[src/rtl/cgra_stream_pkg.sv]
// Shared types and helpers for the CGRA stream arbitration blocks.
// Latency: n/a (declarations and a combinational helper only).
// Backpressure: n/a.
package cgra_stream_pkg;

    typedef enum logic {
        IDLE = 1'b0,
        BUSY = 1'b1
    } state_t;

    localparam int N_REQ = 4;

    // Rotating-priority search: first requester set after last_grant, wrapping mod 4.
    // With no request set the result is 0; callers qualify it with |req.
    function automatic logic [1:0] rr_next(input logic [1:0]       last_grant,
                                           input logic [N_REQ-1:0] req);
        logic [1:0] idx;
        logic       found;
        rr_next = 2'd0;
        found   = 1'b0;
        for (int i = 1; i <= N_REQ; i++) begin
            idx = last_grant + 2'(i);
            if (!found && req[idx]) begin
                rr_next = idx;
                found   = 1'b1;
            end
        end
    endfunction

endpackage

[src/rtl/stream_mux4_rr_arbiter_rr_pick4.sv]
// Rotate-priority encoder: picks the next requester after the previous grant.
// Latency: purely combinational.
// Backpressure: none; the caller decides when the pick is taken.
module rr_pick4
    import cgra_stream_pkg::*;
(
    input  logic [N_REQ-1:0] req,
    input  logic [1:0]       last,
    output logic [1:0]       idx,
    output logic             any
);

    // Priority search starts one past the last grant so every port gets a turn.
    always_comb begin
        idx = rr_next(last, req);
        any = |req;
    end

endmodule

[src/rtl/stream_mux4_rr_arbiter.sv]
// Round-robin 4:1 stream arbiter holding each grant for a whole packet (or MAX_BEATS beats).
// Latency: 1 cycle from in_valid to the first offered beat; 1 idle cycle between grants.
// Backpressure: out_ready passes combinationally to in_ready of the granted port only.
module stream_mux4_rr_arbiter
    import cgra_stream_pkg::*;
#(
    parameter int DATA_W    = 32,
    parameter int MAX_BEATS = 16,
    parameter int CNT_W     = 5
) (
    input  logic                    clock,
    input  logic                    reset,
    input  logic [N_REQ-1:0]        in_valid,
    input  logic [N_REQ-1:0]        in_last,
    input  logic [N_REQ*DATA_W-1:0] in_data,
    output logic [N_REQ-1:0]        in_ready,
    output logic                    out_valid,
    output logic                    out_last,
    output logic [DATA_W-1:0]       out_data,
    input  logic                    out_ready,
    output logic [1:0]              sel,
    output logic                    busy
);

    state_t            state;
    state_t            state_next;
    logic [1:0]        last_grant;
    logic [CNT_W-1:0]  beat_cnt;
    logic [CNT_W:0]    cnt_plus1;
    logic [1:0]        pick_idx;
    logic              pick_any;
    logic              mux_valid;
    logic              mux_last;
    logic [DATA_W-1:0] mux_data;
    logic              at_limit;
    logic              beat;
    logic              release_now;

    rr_pick4 u_pick (
        .req  (in_valid),
        .last (last_grant),
        .idx  (pick_idx),
        .any  (pick_any)
    );

    // Select the granted stream; unknown select values fall back to port 0.
    always_comb begin
        mux_valid = in_valid[0];
        mux_last  = in_last[0];
        mux_data  = in_data[0 +: DATA_W];
        case (sel)
            2'd1: begin
                mux_valid = in_valid[1];
                mux_last  = in_last[1];
                mux_data  = in_data[DATA_W +: DATA_W];
            end
            2'd2: begin
                mux_valid = in_valid[2];
                mux_last  = in_last[2];
                mux_data  = in_data[2*DATA_W +: DATA_W];
            end
            2'd3: begin
                mux_valid = in_valid[3];
                mux_last  = in_last[3];
                mux_data  = in_data[3*DATA_W +: DATA_W];
            end
            default: begin
                mux_valid = in_valid[0];
                mux_last  = in_last[0];
                mux_data  = in_data[0 +: DATA_W];
            end
        endcase
    end

    // Downstream handshake, beat-limit detection and release; in_ready depends only on state/sel/out_ready.
    always_comb begin
        busy        = (state == BUSY);
        cnt_plus1   = {1'b0, beat_cnt} + (CNT_W+1)'(1);
        at_limit    = (MAX_BEATS != 0) && (cnt_plus1 == (CNT_W+1)'(MAX_BEATS));
        out_valid   = busy & mux_valid;
        out_data    = mux_data;
        out_last    = busy & (mux_last | at_limit);
        beat        = out_valid & out_ready;
        release_now = beat & (mux_last | at_limit);
        in_ready    = '0;
        if (busy) begin
            in_ready[sel] = out_ready;
        end
    end

    // Next state: grab a requester when idle, drop back to idle on the releasing beat.
    always_comb begin
        state_next = state;
        case (state)
            IDLE:    if (pick_any)    state_next = BUSY;
            BUSY:    if (release_now) state_next = IDLE;
            default:                  state_next = IDLE;
        endcase
    end

    // State register.
    always_ff @(posedge clock) begin
        if (reset) begin
            state <= IDLE;
        end else begin
            state <= state_next;
        end
    end

    // Grant index, round-robin pointer and per-grant beat counter.
    always_ff @(posedge clock) begin
        if (reset) begin
            sel        <= 2'd0;
            last_grant <= 2'd3;
            beat_cnt   <= '0;
        end else begin
            if (state == IDLE && pick_any) begin
                sel <= pick_idx;
            end
            if (release_now) begin
                last_grant <= sel;
                beat_cnt   <= '0;
            end else if (beat && beat_cnt != '1) begin
                // Saturates rather than wrapping when the limit is disabled.
                beat_cnt <= cnt_plus1[CNT_W-1:0];
            end
        end
    end

endmodule

[config.mk]
export PLATFORM = sky130hd
export DESIGN_NAME = stream_mux4_rr_arbiter
export DESIGN_NICKNAME = d
export VERILOG_FILES = /design/src/rtl/cgra_stream_pkg.sv /design/src/rtl/stream_mux4_rr_arbiter_rr_pick4.sv /design/src/rtl/stream_mux4_rr_arbiter.sv
export SDC_FILE = /design/constraint.sdc
export NUM_CORES = 1
export LEC_CHECK = 0
export BUFFER_PORTS_ARGS = -buffer_cell sky130_fd_sc_hd__buf_2
export CAP_MARGIN = 10
export CORE_AREA = 2 2 70 72
export CTS_CLUSTER_SIZE = 14
export DETAILED_ROUTE_END_ITERATION = 16
export DIE_AREA = 0 0 72 74
export GPL_TIMING_DRIVEN = 0
export PLACE_DENSITY = 0.79
export SLEW_MARGIN = 10
export SYNTH_ARGS = -nofsm -noshare
export SYNTH_HDL_FRONTEND = slang
export SYNTH_SLANG_ARGS = --single-unit
export TNS_END_PERCENT = 10
[constraint.sdc]
create_clock -name clock -period 2.5 [get_ports clock]
set_input_delay 0.25 -clock clock [delete_from_list [all_inputs] [get_ports clock]]
set_output_delay 0.25 -clock clock [all_outputs]
set_load 0.03 [all_outputs]
==> run_results.csv <==
group,metric,value,unit
status,status,"complete, no violations",
yosys,synth_xor_area_frac,0.0183,
route,drcViolationCount,0,
power_and_ir_drop,power_density,467,mW/mm2
yosys,ys_top_cells_by_area,"mux4_2, dfxtp_1, mux2i_1",
setup_path,cpPeakStageDelay,550,ps
yosys,seq_area_frac_synth,0.139,
setup_path,critical_path.startpoint,"sel[0]$_SDFFE_PP0P_",
sta,fmax,0.436,GHz
clocking,post_cts_buffers,0,
yosys,yosys.area.top_type_share,0.517,
yosys,synth_top_cell_by_area,"mux4_2",
placement,place_hpwl,5920,um
final_layout,nets,438,
min_path,hp-start,"reset",
setup_path,cpMaxStageDelayCell,"mux4_2",
global_routing,antenna_found_initial,0,
sta,setup_viol,0,
global_routing,globalRouteTotalUtil,0.244,
final_layout,insertedDiodeCount,0,
sta,period_needed,2290,ps
final_layout,drive_above_1_share,0.770,
sta,slew_viol_final,0,
yosys,synthCells,113,
clocking,clock-sinks,10,
clocking,clockBufferDepth,2,
yosys,synthMuxAreaShare,0.559,
setup_path,path_max_fanout,10,
final_layout,final_util,0.534,
sta,fin_crit_sh,0.917,
clocking,cts.clk_slew.worst_paths,50,ps
route,totalWireLength,6670,um
clocking,cts_buffers,3,
yosys,synth_adder_area_share,0.0174,
route,avgRoutedWirePerCell,19.0,um
sta,maxSlewHeadroom,0.590,
yosys,synth_top_family_by_area,"multiplexers",
floorplan,core_region_area,0.00460,mm2
sta,tightest_slew,615,ps
yosys,async_flop_share,0,
setup_path,reg2reg_from,"beat_cnt[0]$_SDFFE_PP0P_",
global_routing,grt_pass1_wl,9770,um
setup_path,start_kind,"flip-flop",
sta,fin_setup_tns,0,ps
sta,hold_violations,0,
clocking,hold_buffers,0,
setup_path,critPathBufInv,3,
floorplan,io_pins,180,
flow_run,max_cap_violations,0,
yosys,synth-seq-cells,10,
floorplan,start_util,0.313,
setup_path,crit_family,"buffers and inverters",
global_routing,grt_start_max_net_pins,11,
power_and_ir_drop,p_leak,1.25,nW
clocking,cts_resized,0,
clocking,tritoncts,"built",
yosys,ys_types,37,
setup_path,crit_chain,"buf_2 > buf_4 > mux4_2 > buf_2",
route,first_pass_iters,4,
route,vias,1871,
setup_path,worst_ep_required_time,2250,ps
global_routing,grt_pass1_vias,1977,
setup_path,cp_data_arrival_time,2040,ps
yosys,synth_edf_count,0,
yosys,netlist_area,0.00144,mm2
yosys,synth_ff_type,"dfxtp_1",
yosys,synth-compound-area-share,0.0853,
yosys,synth-simple-area-share,0.135,
setup_path,cp-end-kind,"primary output",
min_path,hp-class,"primary input to flip-flop",
yosys,synth_common_cells,"mux4_2, dfxtp_1, mux2i_1, nor2_1, nor3_1",
final_layout,area_growth,70.8,%
route,antenna_left,0,
yosys,yosysMostFrequentCell,"mux4_2",
sta,finClkSkew,3.30,ps
setup_path,cpMostUsedCell,"buf_2",
clocking,insertion_delay,230,ps
yosys,ys_warn_count,0,
floorplan,die_h,74,um
yosys,synth_nets,254,
power_and_ir_drop,peakVddDrop,281,uV
global_routing,grt_overflow,0,
clocking,cts_max_level,1,
route,drt-initial-drc-count,45,
route,vias_per_cell,5.35,
floorplan,die-width,72,um
placement,io_buffers,179,
floorplan,dieArea,0.00533,mm2
sta,rsz0062_at_grt,"no",
floorplan,num_rows,25,
setup_path,setup.worst_path.class,"flip-flop to primary output",
yosys,syn_area_per_cell,12.7,um2
clocking,root_buffer,"clkbuf_8",
placement,gp_congestion,0.820,
-- state kept, by name (all words and copies together) (netlist names) --
register,flops
beat_cnt,5
last_grant,2
sel,2
busy,1
-- layer usage --
layer / share of wire / track usage
met1: 0.36 / 0.271
met2: 0.48 / 0.434
met3: 0.15 / 0.114
met4: 0.0081 / 0.0461
met5: 0 / 0
-- cell usage in the layout (no fill, tap or decap), types with 2 or more instances in the layout --
master    count
buf_2       184
mux4_2       33
dfxtp_1      10
nor3_1        6
mux2i_1       6
nor2_1        6
clkbuf_8      4
and3_1        3
a21oi_1       3
inv_1         3
xor2_1        3
buf_1         2
nand2_1       2
nor3b_1       2
and2_1        2
o211ai_1      2
nand4b_1      2
o21ai_0       2
ha_1          2
-- power breakdown --
part	internal, W	switching [W]
logic	0.000326	0.000437
clock network	0.000138	0.0000582
registers	0.000171	0.0000164
-- metrics by stage --
step	power (W)	setup slack (ps)	std cells	instance area [um2]	hold WS, ps
floorplan	0.000693	316	113	1440	412
global placement	0.000943	421	346	2400	537
detailed placement	0.000956	414	346	2400	545
CTS	0.00116	162	350	2460	333
global route	0.00121	55.2	350	2460	365
finish	0.00115	207	350	2460	331
-- worst paths after layout --
check / end / slack [ps] / depth (start not counted)
hold / removal: last_grant[1]$_SDFFE_PP1P_ / 330 / 3
setup reg to reg: last_grant[0]$_SDFFE_PP1P_ / 570 / 6
hold reg to reg: last_grant[0]$_SDFFE_PP1P_ / 550 / 2
setup / recovery: out_data[23] / 210 / 4
-- tightest hold or removal path: cells and delay by family --
family / cells / cell delay [ps]
buffers and inverters: 1 / 110
AND/OR/NAND/NOR: 1 / 40
multiplexers: 1 / 110
-- cell type report --
cell class                 count  area (um2)
clock buffer                   4        55.1
multi-input combinational     90        1170
timing repair buffer         179         896
tap                           54        67.6
inverter                       3        11.3
fill                         466        2140
sequential                    10         200
buffer                        10        55.1
-- cells by family after synthesis --
| logic type | count (synthesis) |
|---|---|
| and+or+nand+nor | 31 |
| buffers and inverters | 13 |
| xor gates and xnor gates | 3 |
| muxes | 39 |
| adders and majority gates | 2 |
| DFF | 10 |
| AOI/OAI and AO/OA | 15 |
No activity file was read; power rests on OpenSTA's default activity.
